`src/rtl/sram_pkg.sv`:
```
// Shared types and constants for the SRAM arbiter and the bus FSM that reuses
// the default address/data widths.
package sram_pkg;

  typedef enum logic [1:0] {
    ST_IDLE   = 2'd0,
    ST_SETUP  = 2'd1,
    ST_STROBE = 2'd2,
    ST_FINISH = 2'd3
  } state_t;

  localparam logic PORT_A = 1'b0;
  localparam logic PORT_B = 1'b1;

  localparam int SRAM_ADDR_W = 21;
  localparam int SRAM_DATA_W = 8;

endpackage

```
`src/rtl/sram_rr_pick.sv`:
```
// Two-way round-robin picker: on contention the port not granted last wins.
module sram_rr_pick
  import sram_pkg::*;
(
  input  logic [1:0] reqs_i,
  input  logic       last_grant_i,
  output logic       grant_valid_o,
  output logic       grant_id_o
);

  // Grant selection from the live request pair
  always_comb begin
    grant_valid_o = |reqs_i;
    case (reqs_i)
      2'b01:   grant_id_o = PORT_A;
      2'b10:   grant_id_o = PORT_B;
      2'b11:   grant_id_o = (last_grant_i == PORT_A) ? PORT_B : PORT_A;
      default: grant_id_o = PORT_A;
    endcase
  end

endmodule

```
`src/rtl/sram_arbiter.sv`:
```
// Shares one asynchronous SRAM between port A (host) and port B (cartridge),
// producing registered CE/OE/WE sequences with a WAIT_CYCLES-wide strobe.
module sram_arbiter
  import sram_pkg::*;
#(
  parameter int ADDR_W      = SRAM_ADDR_W,
  parameter int DATA_W      = SRAM_DATA_W,
  parameter int WAIT_CYCLES = 2
) (
  input  logic              clk,
  input  logic              reset_n,
  input  logic              a_req,
  input  logic              a_we,
  input  logic [ADDR_W-1:0] a_addr,
  input  logic [DATA_W-1:0] a_wdata,
  output logic [DATA_W-1:0] a_rdata,
  output logic              a_ack,
  input  logic              b_req,
  input  logic              b_we,
  input  logic [ADDR_W-1:0] b_addr,
  input  logic [DATA_W-1:0] b_wdata,
  output logic [DATA_W-1:0] b_rdata,
  output logic              b_ack,
  output logic [ADDR_W-1:0] sram_addr,
  output logic [DATA_W-1:0] sram_dout,
  output logic              sram_dout_en,
  input  logic [DATA_W-1:0] sram_din,
  output logic              sram_ce_n,
  output logic              sram_oe_n,
  output logic              sram_we_n
);

  localparam int               CNT_W    = $clog2(WAIT_CYCLES + 1);
  localparam logic [CNT_W-1:0] CNT_LOAD = CNT_W'(WAIT_CYCLES - 1);
  localparam logic [CNT_W-1:0] CNT_ZERO = {CNT_W{1'b0}};
  localparam logic [CNT_W-1:0] CNT_ONE  = CNT_W'(1);

  state_t            state_q, state_d;
  logic [CNT_W-1:0]  cnt_q, cnt_d;
  logic              last_grant_q, last_grant_d;
  logic              owner_q, owner_d;
  logic              wr_q, wr_d;
  logic [ADDR_W-1:0] addr_q, addr_d;
  logic [DATA_W-1:0] dout_q, dout_d;
  logic              ce_n_q, ce_n_d, oe_n_q, oe_n_d, we_n_q, we_n_d;
  logic              dout_en_q, dout_en_d;
  logic              a_ack_q, a_ack_d, b_ack_q, b_ack_d;
  logic [DATA_W-1:0] a_rdata_q, a_rdata_d, b_rdata_q, b_rdata_d;
  logic              grant_valid_s, grant_id_s, capture_s;

  sram_rr_pick u_pick (
    .reqs_i        ({b_req, a_req}),
    .last_grant_i  (last_grant_q),
    .grant_valid_o (grant_valid_s),
    .grant_id_o    (grant_id_s)
  );

  // State and latched-access registers
  always_ff @(posedge clk or negedge reset_n) begin
    if (!reset_n) begin
      state_q      <= ST_IDLE;
      cnt_q        <= CNT_ZERO;
      last_grant_q <= PORT_B;
      owner_q      <= PORT_A;
      wr_q         <= 1'b0;
      addr_q       <= {ADDR_W{1'b0}};
      dout_q       <= {DATA_W{1'b0}};
    end else begin
      state_q      <= state_d;
      cnt_q        <= cnt_d;
      last_grant_q <= last_grant_d;
      owner_q      <= owner_d;
      wr_q         <= wr_d;
      addr_q       <= addr_d;
      dout_q       <= dout_d;
    end
  end

  // Next state; the winner's request is copied only at the IDLE->SETUP edge
  always_comb begin
    state_d      = state_q;
    cnt_d        = cnt_q;
    last_grant_d = last_grant_q;
    owner_d      = owner_q;
    wr_d         = wr_q;
    addr_d       = addr_q;
    dout_d       = dout_q;
    case (state_q)
      ST_IDLE: begin
        if (grant_valid_s) begin
          state_d      = ST_SETUP;
          owner_d      = grant_id_s;
          last_grant_d = grant_id_s;
          if (grant_id_s == PORT_A) begin
            wr_d   = a_we;
            addr_d = a_addr;
            dout_d = a_wdata;
          end else begin
            wr_d   = b_we;
            addr_d = b_addr;
            dout_d = b_wdata;
          end
        end else begin
          state_d = ST_IDLE;
        end
      end
      ST_SETUP: begin
        state_d = ST_STROBE;
        cnt_d   = CNT_LOAD;
      end
      ST_STROBE: begin
        if (cnt_q == CNT_ZERO) begin
          state_d = ST_FINISH;
        end else begin
          state_d = ST_STROBE;
          cnt_d   = cnt_q - CNT_ONE;
        end
      end
      ST_FINISH: state_d = ST_IDLE;
      default:   state_d = ST_IDLE;
    endcase
  end

  // Pin and ack values are decoded from the upcoming state so they register cleanly
  always_comb begin
    capture_s = (state_q == ST_STROBE) && (cnt_q == CNT_ZERO) && !wr_q;
    ce_n_d    = (state_d == ST_IDLE);
    oe_n_d    = !((state_d == ST_STROBE) && !wr_d);
    we_n_d    = !((state_d == ST_STROBE) && wr_d);
    dout_en_d = (state_d != ST_IDLE) && wr_d;
    a_ack_d   = (state_d == ST_FINISH) && (owner_d == PORT_A);
    b_ack_d   = (state_d == ST_FINISH) && (owner_d == PORT_B);
    if (capture_s && (owner_q == PORT_A)) begin
      a_rdata_d = sram_din;
    end else begin
      a_rdata_d = a_rdata_q;
    end
    if (capture_s && (owner_q == PORT_B)) begin
      b_rdata_d = sram_din;
    end else begin
      b_rdata_d = b_rdata_q;
    end
  end

  // Output registers
  always_ff @(posedge clk or negedge reset_n) begin
    if (!reset_n) begin
      ce_n_q    <= 1'b1;
      oe_n_q    <= 1'b1;
      we_n_q    <= 1'b1;
      dout_en_q <= 1'b0;
      a_ack_q   <= 1'b0;
      b_ack_q   <= 1'b0;
      a_rdata_q <= {DATA_W{1'b0}};
      b_rdata_q <= {DATA_W{1'b0}};
    end else begin
      ce_n_q    <= ce_n_d;
      oe_n_q    <= oe_n_d;
      we_n_q    <= we_n_d;
      dout_en_q <= dout_en_d;
      a_ack_q   <= a_ack_d;
      b_ack_q   <= b_ack_d;
      a_rdata_q <= a_rdata_d;
      b_rdata_q <= b_rdata_d;
    end
  end

  assign sram_addr    = addr_q;
  assign sram_dout    = dout_q;
  assign sram_dout_en = dout_en_q;
  assign sram_ce_n    = ce_n_q;
  assign sram_oe_n    = oe_n_q;
  assign sram_we_n    = we_n_q;
  assign a_ack        = a_ack_q;
  assign b_ack        = b_ack_q;
  assign a_rdata      = a_rdata_q;
  assign b_rdata      = b_rdata_q;

endmodule

```
`config.mk`:
```
export PLATFORM = sky130hd
export DESIGN_NAME = sram_arbiter
export DESIGN_NICKNAME = d
export VERILOG_FILES = /design/src/rtl/sram_pkg.sv /design/src/rtl/sram_rr_pick.sv /design/src/rtl/sram_arbiter.sv
export SDC_FILE = /design/constraint.sdc
export NUM_CORES = 1
export LEC_CHECK = 0
export CORE_ASPECT_RATIO = 1.2
export CORE_UTILIZATION = 40
export CTS_BUF_LIST = sky130_fd_sc_hd__clkbuf_8
export CTS_CLUSTER_DIAMETER = 60
export DETAILED_ROUTE_END_ITERATION = 8
export PLACE_DENSITY_LB_ADDON = 0.3
export SLEW_MARGIN = 20
export SYNTH_ARGS = -nofsm -noshare
export SYNTH_HDL_FRONTEND = slang
export SYNTH_SLANG_ARGS = --single-unit
```
`constraint.sdc`:
```
create_clock -name clk -period 2.75 [get_ports clk]
set_input_delay 0.55 -clock clk [delete_from_list [all_inputs] [get_ports clk]]
set_output_delay 0.55 -clock clk [all_outputs]
set_load 0.02 [all_outputs]
```
# Word-level counts from Yosys, hierarchy flattened
# Index checks and enable logic that the tools add are counted.
[classes]
muxes = 14
add_sub_neg = 1
magnitude_cmp = 0
div_mod_pow = 0
reduce_logical = 21
bitwise_logic = 2
n_shift = 0
n_eq_ne = 8
multipliers = 0
[op_table]
columns = ["operator", "count"]
rows = [
  ["$mux 21", 1],
  ["$eq 2x2->1 const B", 6],
  ["$logic_and 1x1->1", 9],
  ["$mux 1", 8],
  ["$mux 8", 1],
  ["$pmux 2 s4", 1],
  ["$logic_not 2->1", 3],
  ["$logic_not 1->1", 4],
  ["$pmux 2 s2", 1],
  ["$reduce_and 2->1", 2],
  ["$reduce_bool 2->1", 2],
  ["$eq 2x1->1 const B", 1],
  ["$mux 2", 1],
  ["$ne 2x2->1 const B", 1],
  ["$not 1->1", 2],
  ["$pmux 1 s2", 1],
  ["$reduce_or 2->1", 1],
  ["$sub 2x1->2 const B", 1],
]
[totals]
elab_cells = 61
output_inout_bits = 51
ram_bits = 0
mem_count = 0
input_bits = 72
latch_bits = 0
mem_bits_ro = 0
reg_bits = 58

# Longest topological paths before layout
# Gate-level depths: netlist of the first run.
[depth]
ltp_word = 8
depth_mapped = 7
depth_no_buf = 6

# Cells and area by module
# Synthesis of the first run repeated with hierarchy kept, for this count alone.
[hier_totals]
cells_unflattened = 208
hier_area_um2 = 2509.9
[by_module_without_submodules]
columns = ["module", "cells_per_inst", "area_each_um2", "seq_area_each_um2", "n_inst"]
rows = [
  ["sram_arbiter", 206, 2496.1, 1456.4, 1],
  ["sram_rr_pick", 2, 13.8, 0.0, 1],
]

# Worst setup path after synthesis of the first run
# OpenSTA, ideal clock, no wires.
[synth_timing]
path_type = "register to register"
startpoint = "register state_q[0]"
endpoint = "register a_rdata_q[0] (netlist: a_rdata[0])"
setup_time_ns = 0.125
synth_period_minus_slack_ns = 1.600
path_stages_with_launch = 6
setup_slack_ns = 1.150
arrival_time_ns = 1.475
n_path_buf = 0
cell_sequence = "dfrtp_1 -> inv_1 -> ha_1 -> nand2_1 -> nor3_2 -> mux2_2"
[synth_via]
elab_chain_len = 4
[synth_rtl]
columns = ["element", "line_no", "rtl"]
rows = [
  ["start: declaration", "sram_arbiter.sv:38", "state_t state_q, state_d;"],
  ["start signal: assignment", "sram_arbiter.sv:69", "state_q <= state_d;"],
  ["$eq 2x2->1", "sram_arbiter.sv:126", "capture_s = (state_q == ST_STROBE) && (cnt_q == CNT_ZERO) && !wr_q;"],
  ["$logic_and 1x1->1 (2 in a row)", "sram_arbiter.sv:126", ""],
  ["$logic_and 1x1->1", "sram_arbiter.sv:133", "if (capture_s && (owner_q == PORT_A)) begin"],
  ["end signal: assignment", "sram_arbiter.sv:154", "a_rdata_q <= {DATA_W{1'b0}};"],
  ["end signal: assignment", "sram_arbiter.sv:163", "a_rdata_q <= a_rdata_d;"],
  ["end: declaration", "sram_arbiter.sv:48", "logic [DATA_W-1:0] a_rdata_q, a_rdata_d, b_rdata_q, b_rdata_d;"],
]
# Every way passes these cells.
# A chain may end at the register's enable or synchronous reset.

# Final worst setup path of the first run
[layout_timing]
startpoint = "register oe_n_q (netlist: sram_oe_n)"
endpoint = "output port sram_oe_n"
[layout_rtl]
columns = ["element", "line_no", "rtl"]
rows = [
  ["start: declaration", "sram_arbiter.sv:45", "logic ce_n_q, ce_n_d, oe_n_q, oe_n_d, we_n_q, we_n_d;"],
  ["start signal: assignment", "sram_arbiter.sv:158", "oe_n_q <= oe_n_d;"],
  ["end: declaration", "sram_arbiter.sv:29", "output logic sram_oe_n,"],
]
# No word-level cell between the ends.

==> results.yml, run 1 <==
sta:
  fin_skew_ps: 4.47
  tns_ps: 0
  max_freq_ghz: 0.503
  finalSetupViolations: 0
  grt_setup_unrepaired: "false"
  maxSlewHeadroom_pct: 48.6
  min_period_ps: 1990
  finalHoldViolCount: 0
  worst_slew_pin_slew_ps: 771
  finalCritPeriodShare_pct: 72.3
  timing.final.max_slew_violations: 0
clocking:
  cts_buffers: 9
  htreeDepth: 3
  clockBufferDepth: 2
  cts_sinks: 58
  cts_tree: "done"
  clk_latency_ps: 320
  cts_hold_buf: 0
  cts_setup_buffers: 0
  ctsResizeCount: 0
  clockRootBuffer: "clkbuf_8"
  clk_pin_slew_ps: 60
synth:
  yosysWarnings: 0
  synth_cells: 210
  avgSynthCellArea_um2: 12.0
  ys_types: 31
  synth-edff-count: 0
  synth_area_mm2: 0.00251
  ys_seq_elements: 58
  syn_nets: 287
  synthArstFlopShare_pct: 100
  yosysSeqAreaShare_pct: 57.9
  ys.flop_type: "dfrtp_1"
job:
  maxCapViolCount: 0
setup_path:
  crit_required_ps: 2200
  start_kind: "register"
  critPathSlowestCell: "clkdlybuf4s50_1"
  path_delay_family: "buffers and inverters"
  worst-path-max-fanout: 1
  crit_chain: "clkdlybuf4s50_1"
  cp.buffers_inverters: 1
  critPathCaptureType: "output pin"
  arrival_ps: 1440
  crit_type: "reg -> out"
  max_stage_delay_ps: 600
die:
  die_x_um: 74.4
  rows: 31
  fp.dieArea_mm2: 0.00661
  pin_count: 123
  core_mm2: 0.00605
  start_util_pct: 41.5
  die_h_um: 88.8
worst_hold_path:
  hp-class: "in -> async"
pwr:
  p_per_area_mw_per_mm2: 1090
  finalPower_uw: 4360
  p_leak_uw: 0.00181
  vdd_ir_drop_max_v: 0.000455
cells_and_area:
  areaGrowthSynthToFinish_pct: 59.3
  nets: 417
  layout-drive-gt1-share_pct: 13.7
  insertedDiodeCount: 0
  fin_cells: 426
drt:
  routed_wirelength_um: 5450
  drc_errors: 0
  post_drt_wl_per_cell_um: 12.8
  drtIter0Drc: 47
  drt-vias-per-instance: 4.74
  antenna_left: 0
  via_count: 2021
  first_pass_iters: 3
global_route:
  grt_pass1_wl_um: 8930
  antenna_found_initial: 0
  grt_use_total_pct: 18.3
  overflow: 0
  grt_start_max_net_pins: 41
  grt_pass1_vias: 1967
placement:
  dp_hpwl_um: 4260
  gp_congestion: 0.773
  io_buffers: 122
  place_inst: 411
outcome:
  outcome: "completed"
## kinds of logic after synthesis
| kind of cell | share of synthesized area (%) |
|---|---|
| AO/OA/AOI/OAI | 9.21 |
| AND/OR/NAND/NOR | 8.61 |
| multiplexers | 18.7 |
| buffers and inverters | 3.04 |
| flip-flops | 57.9 |
| adder cells (fa/ha/maj) | 2.49 |
## cells in the mapped netlist (2+ instances only)
cell type	number	share of area, %
buf_6	2	0.90
nor3_1	3	0.60
a31oi_1	2	0.50
dfstp_2	4	4.2
buf_2	4	0.80
inv_1	5	0.75
mux2i_1	29	12
nand2b_1	2	0.50
ha_1	5	2.5
clkbuf_1	3	0.45
mux2_2	16	7.2
o21ai_0	21	4.2
nand2_1	32	4.8
o21ai_1	11	2.2
a21oi_1	2	0.40
dfrtp_1	54	54
## path summary, 6_finish.rpt
kind / startpoint / to / slack, ps / depth (start not counted)
setup / recovery: sram_oe_n / sram_oe_n / 760 / 1
hold / removal: reset_n / owner_q / 300 / 1
setup reg to reg: state_q[0] / a_rdata[2] / 870 / 5
hold reg to reg: sram_dout[4] / sram_dout[4] / 480 / 2
max in group asynchronous: reset_n / a_rdata[4] / 1780 / 2
min in group clk: sram_dout[4] / sram_dout[4] / 480 / 2
## layer usage
layer  vias up  GRT usage, %  routed length [um]
met5         -             0                   0
met4         0          9.26                  91
met3         9          6.95                 564
met2        89          29.8                2680
met1       923          20.9                2120
li1       1000             -                   -
## state kept, by name, indices dropped and copies added (netlist names)
name          cells
sram_addr        21
a_rdata           8
b_rdata           8
sram_dout         8
cnt_q             2
state_q           2
a_ack             1
b_ack             1
last_grant_q      1
owner_q           1
sram_ce_n         1
sram_dout_en      1
sram_oe_n         1
sram_we_n         1
wr_q              1
## stage by stage
| step | util, % | instance area [um2] | hold WS [ps] | setup WS (ps) |
|---|---|---|---|---|
| finish | 66.2 | 4010 | 303 | 762 |
| detailed placement | 63.4 | 3830 | 469 | 562 |
| global route | 66.2 | 4010 | 366 | 720 |
| CTS | 66.2 | 4010 | 321 | 735 |
| floorplan | - | 2510 | 254 | 1150 |
| global placement | 63.4 | 3830 | 461 | 600 |
## final cells by class
cell class	instances	area, um2
repair buffers	128	1260
multi-input cells	137	992
fillers	509	2050
well taps	82	103
clock inverters	4	18.8
flip-flops and latches	58	1460
inverters	6	22.5
clock buffers	11	151
## placed cells by master, fill, tap and decap left out, types with 6 or more instances in the layout
cell type / count
clkdlybuf4s50_1: 121
o21ai_1: 10
mux2i_1: 29
buf_4: 6
dfrtp_1: 54
inv_1: 6
nand2_1: 32
clkbuf_8: 11
o21ai_0: 21
mux2_2: 16
## where the power goes
part           total (uW)  leakage [uW]  internal, uW  switching (uW)
Sequential           1500      0.000703          1290             208
Clock                 666     0.0000961           362             303
Combinational        2200       0.00101          1080            1120
Total                4360       0.00181          2730            1630
Power figures use the tool's default switching activity.
==> inputs of run 2 (changes only) <==
==> constraint.sdc (replaced) <==
create_clock -name clk -period 2.1 [get_ports clk]
set_input_delay 0.42 -clock clk [delete_from_list [all_inputs] [get_ports clk]]
set_output_delay 0.42 -clock clk [all_outputs]
set_load 0.02 [all_outputs]
==> run 2 against run 1 <==
  * Power rose by 37%
  * Die area unchanged
  * Clock skew barely moved
  * Via count increased by 0.45%
  * Largest cell class unchanged
  * Core utilization increased by 1.5 points
  * Final area grew 2.2%
  * Sequential cell count is the same
  * Worst hold slack got worse by 230 ps
  * Setup slack got worse by 530 ps
  * Combinational power rose by 32%
==> results.yml, run 2 (synthesis results as in run 1) <==
die:
  die_x_um: 74.4
  pin_count: 123
  rows: 31
  die_h_um: 88.8
  start_util_pct: 41.5
  fp.dieArea_mm2: 0.00661
  core_mm2: 0.00605
drt:
  post_drt_wl_per_cell_um: 13.1
  drt-vias-per-instance: 4.73
  antenna_left: 0
  drc_errors: 0
  drtIter0Drc: 89
  routed_wirelength_um: 5640
  first_pass_iters: 4
  via_count: 2030
setup_path:
  worst-path-max-fanout: 1
  critPathCaptureType: "output pin"
  cp.depth: 1
  crit_required_ps: 1680
  max_stage_delay_ps: 610
  crit_chain: "clkdlybuf4s50_1"
  arrival_ps: 1440
  cp.buffers_inverters: 1
  rr_worst_depth: 6
  crit_type: "reg -> out"
  start_kind: "register"
  path_delay_family: "buffers and inverters"
  critPathSlowestCell: "clkdlybuf4s50_1"
sta:
  fin_skew_ps: 4.09
  finalHoldViolCount: 0
  max_freq_ghz: 0.537
  min_period_ps: 1860
  maxSlewHeadroom_pct: 64.4
  grt_setup_unrepaired: "false"
  worst_slew_pin_slew_ps: 535
  timing.final.max_slew_violations: 0
  finalSetupViolations: 0
  finalCritPeriodShare_pct: 88.7
  tns_ps: 0
clocking:
  ctsResizeCount: 0
  cts_setup_buffers: 0
  cts_buffers: 9
  clockRootBuffer: "clkbuf_8"
  clk_pin_slew_ps: 60
  htreeDepth: 3
  clk_latency_ps: 320
  clockBufferDepth: 2
  cts_tree: "done"
  cts_hold_buf: 0
  cts_sinks: 58
cells_and_area:
  nets: 419
  fin_area_mm2: 0.00409
  insertedDiodeCount: 0
  final_util_pct: 67.7
  layout-drive-gt1-share_pct: 14.4
  largest_reg_flops: 21
  areaGrowthSynthToFinish_pct: 62.9
  layout_common_cells: "clkdlybuf4s50_1, dfrtp_1, nand2_1"
  final_common_cell: "clkdlybuf4s50_1"
global_route:
  grt_use_total_pct: 18.7
  grt_start_max_net_pins: 37
  grt_pass1_wl_um: 9120
  antenna_found_initial: 0
  grt_pass1_vias: 1966
  overflow: 0
placement:
  io_buffers: 122
  gp_congestion: 0.792
  dpl-instance-area_mm2: 0.00387
  dp_hpwl_um: 4430
pwr:
  p_leak_uw: 0.00185
  p_per_area_mw_per_mm2: 1460
  vdd_ir_drop_max_v: 0.000742
worst_hold_path:
  hp-class: "in -> async"
job:
  maxCapViolCount: 0
outcome:
  outcome: "completed"
## run 2: cell count changes in the layout (fill, tap and decap cells not counted), sizes merged
cell,delta
buf,+2
clkinv,-1
bufinv,+2
clkinvlp,+1
clkbuf,-1
## run 2: worst paths after layout
| path | startpoint | to | slack [ps] |
|---|---|---|---|
| setup / recovery | sram_oe_n | sram_oe_n | 240 |
| hold / removal | reset_n | sram_addr[3] | 80 |
| setup reg to reg | state_q[0] | sram_we_n | 410 |
| hold reg to reg | sram_addr[0] | sram_addr[0] | 480 |
| max in group asynchronous | reset_n | sram_oe_n | 1390 |
| min in group clk | sram_addr[0] | sram_addr[0] | 480 |
## run 2: layout make-up
| class | count | area, um2 |
|---|---|---|
| Clock buffer | 10 | 138 |
| Clock inverter | 6 | 81.3 |
| Fill cell | 516 | 1960 |
| Inverter | 6 | 22.5 |
| Multi-Input combinational cell | 137 | 992 |
| Sequential cell | 58 | 1460 |
| Tap cell | 82 | 103 |
| Timing Repair Buffer | 130 | 1300 |
## run 2: per-stage QoR
step / std cells / power [uW] / setup slack (ps) / hold WS [ps]
after detailed placement: 413 / 4930 / 181 / 431
after CTS: 429 / 6060 / 211 / 74.2
after floorplan: 210 / 3530 / 500 / 124
after global placement: 413 / 4840 / 222 / 431
after global routing: 429 / 6390 / 190 / 98.0
final: 429 / 5980 / 237 / 76.3
## run 2: where the power goes
| group | leakage, uW | internal, uW | switching [uW] | total (uW) |
|---|---|---|---|---|
| Combinational | 0.00104 | 1430 | 1480 | 2910 |
| Clock | 0.000113 | 691 | 411 | 1100 |
| Sequential | 0.000703 | 1690 | 273 | 1960 |
| Total | 0.00185 | 3810 | 2170 | 5980 |
## run 2: routing by layer
metal / up-vias / GRT usage [%] / share of wire, %
li1: 994 / - / -
met1: 930 / 21.9 / 38
met2: 94 / 29.9 / 50
met3: 12 / 6.95 / 8.9
met4: 0 / 9.78 / 2.6
met5: - / 0 / 0
==> inputs of run 3 (changes only) <==
--- a/config.mk
+++ b/config.mk
@@ -6,6 +6,7 @@
 export NUM_CORES = 1
 export LEC_CHECK = 0
 export CORE_ASPECT_RATIO = 1.2
+export CORE_MARGIN = 2
 export CORE_UTILIZATION = 40
 export CTS_BUF_LIST = sky130_fd_sc_hd__clkbuf_8
 export CTS_CLUSTER_DIAMETER = 60
==> constraint.sdc (replaced) <==
create_clock -name clk -period 2.05 [get_ports clk]
set_input_delay 0.41 -clock clk [delete_from_list [all_inputs] [get_ports clk]]
set_output_delay 0.41 -clock clk [all_outputs]
set_load 0.02 [all_outputs]
==> run 3 against run 2 <==
  * Critical path depth unchanged
  * Power rose by 2.5%
  * Sequential share of layout area down 0.15 points
  * Critical path type unchanged
  * Critical endpoint is now sram_we_n
  * Combinational power increased by 3%
  * Cell count rose by 0.47%
  * Highest routed layer unchanged
==> results.yml, run 3 (synthesis results as in run 1) <==
clocking:
  clk_latency_ps: 330
  htreeDepth: 3
  cts_sinks: 58
  clk_pin_slew_ps: 60
  clockBufferDepth: 2
  cts_buffers: 9
  clockRootBuffer: "clkbuf_8"
  cts_tree: "done"
  ctsResizeCount: 0
global_route:
  use_met3_pct: 7.90
  top_usage_layer: "met2"
  met2_usage_pct: 30.0
  overflow: 0
  grt_pass1_wl_um: 9620
  grt_pass1_vias: 2057
  antenna_found_initial: 0
  grt_start_max_net_pins: 45
  grt_use_met1_pct: 18.8
  grt_use_total_pct: 17.8
drt:
  drc_errors: 0
  post_drt_wl_per_cell_um: 13.1
  antenna_left: 0
  routed_wirelength_um: 5630
  drt-vias-per-instance: 4.63
  drtIter0Drc: 86
  via_count: 1994
  first_pass_iters: 4
pwr:
  p_per_area_mw_per_mm2: 1490
  p_leak_uw: 0.00186
  pwr-share-clk_pct: 18.5
  power_frac_seq_pct: 32.8
  p_sw_uw: 2220
  swShare_pct: 36.3
  p_int_uw: 3900
  vdd_ir_drop_max_v: 0.000917
  pwr-share-comb_pct: 48.8
setup_path:
  critPathCaptureType: "output pin"
  critPathSlowestCell: "clkdlybuf4s50_1"
  arrival_ps: 1470
  worst-path-max-fanout: 1
  crit_required_ps: 1640
  max_stage_delay_ps: 620
  crit_type: "reg -> out"
  start_kind: "register"
  path_delay_family: "buffers and inverters"
  crit_chain: "clkdlybuf4s50_1"
  cp.buffers_inverters: 1
cells_and_area:
  largest_reg_flops: 21
  final_common_cell: "clkdlybuf4s50_1"
  layout-drive-gt1-share_pct: 14.6
  final_util_pct: 67.9
  nets: 421
  areaGrowthSynthToFinish_pct: 63.6
  multiInputGateArea_um2: 992
  fill_cells: 491
  ff_latch_area_mm2: 0.00146
  insertedDiodeCount: 0
  fin_cells: 431
  layout_common_cells: "clkdlybuf4s50_1, dfrtp_1, nand2_1"
sta:
  min_period_ps: 1880
  hold_slack_ps: 474
  worst_slew_pin_slew_ps: 457
  finalSetupViolations: 0
  max_freq_ghz: 0.533
  tns_ps: 0
  finalCritPeriodShare_pct: 91.5
  grt_setup_unrepaired: "false"
  timing.final.max_slew_violations: 0
  fin_skew_ps: 5.85
  finalHoldViolCount: 0
  maxSlewHeadroom_pct: 69.3
outcome:
  outcome: "completed"
die:
  die_h_um: 90.8
  rows: 31
  die_x_um: 76.4
  fp.dieArea_mm2: 0.00694
  core_mm2: 0.00605
  pin_count: 123
  start_util_pct: 41.5
job:
  maxCapViolCount: 0
placement:
  dp_hpwl_um: 4500
  gp_congestion: 0.830
  place_inst: 414
  io_buffers: 122
worst_hold_path:
  hp-class: "reg -> reg"
-- run 3: worst paths after layout --
check	start	endpoint	depth (start not counted)	slack, ps
setup / recovery	sram_we_n	sram_we_n	1	170
hold / removal	sram_dout[1]	sram_dout[1]	2	470
setup reg to reg	state_q[0]	b_rdata[7]	4	360
hold reg to reg	sram_dout[1]	sram_dout[1]	2	470
max in group asynchronous	reset_n	sram_ce_n	3	1000
min in group asynchronous	reset_n	state_q[1]	2	510
-- run 3: worst register-to-register path: stages, from the launching register on --
cell and delay (ps):
dfrtp_1 390, inv_1 110, ha_1 240, nand4b_1 410, mux2_2 420
-- run 3: routing by layer --
metal | vias up | wire length (um)
li1 | 997 | -
met1 | 900 | 2090
met2 | 88 | 2860
met3 | 9 | 561
met4 | 0 | 116
met5 | - | 0
-- run 3: through the flow --
| step | setup slack (ps) | total power, uW | area [um2] |
|---|---|---|---|
| floorplan | 450 | 3610 | 2510 |
| global placement | 184 | 4960 | 3880 |
| detailed placement | 133 | 5060 | 3880 |
| CTS | 153 | 6220 | 4110 |
| global route | 133 | 6550 | 4110 |
| finish | 174 | 6130 | 4110 |
-- run 3: power groups by stage --
| stage | combinational, uW | clock, uW | sequential, uW |
|---|---|---|---|
| global placement | 2950 | 0 | 2010 |
| detailed placement | 3020 | 0 | 2040 |
| floorplan | 1010 | 0 | 2610 |
| CTS | 3030 | 1160 | 2020 |
| finish | 2990 | 1130 | 2010 |
| global route | 3250 | 1220 | 2080 |
-- run 3: area by class of cell --
cell class / count / area share (%)
inverter: 6 / 0.548
multi-input combinational: 137 / 24.1
tap: 82 / 2.50
sequential: 58 / 35.4
clock inverter: 6 / 1.98
timing repair buffer: 132 / 32.1
clock buffer: 10 / 3.35
-- run 3: timing repair --
action	4_1_cts	5_1_grt
buffers inserted	0	0
hold buffers	1	0
hold endpoints to repair	9	0
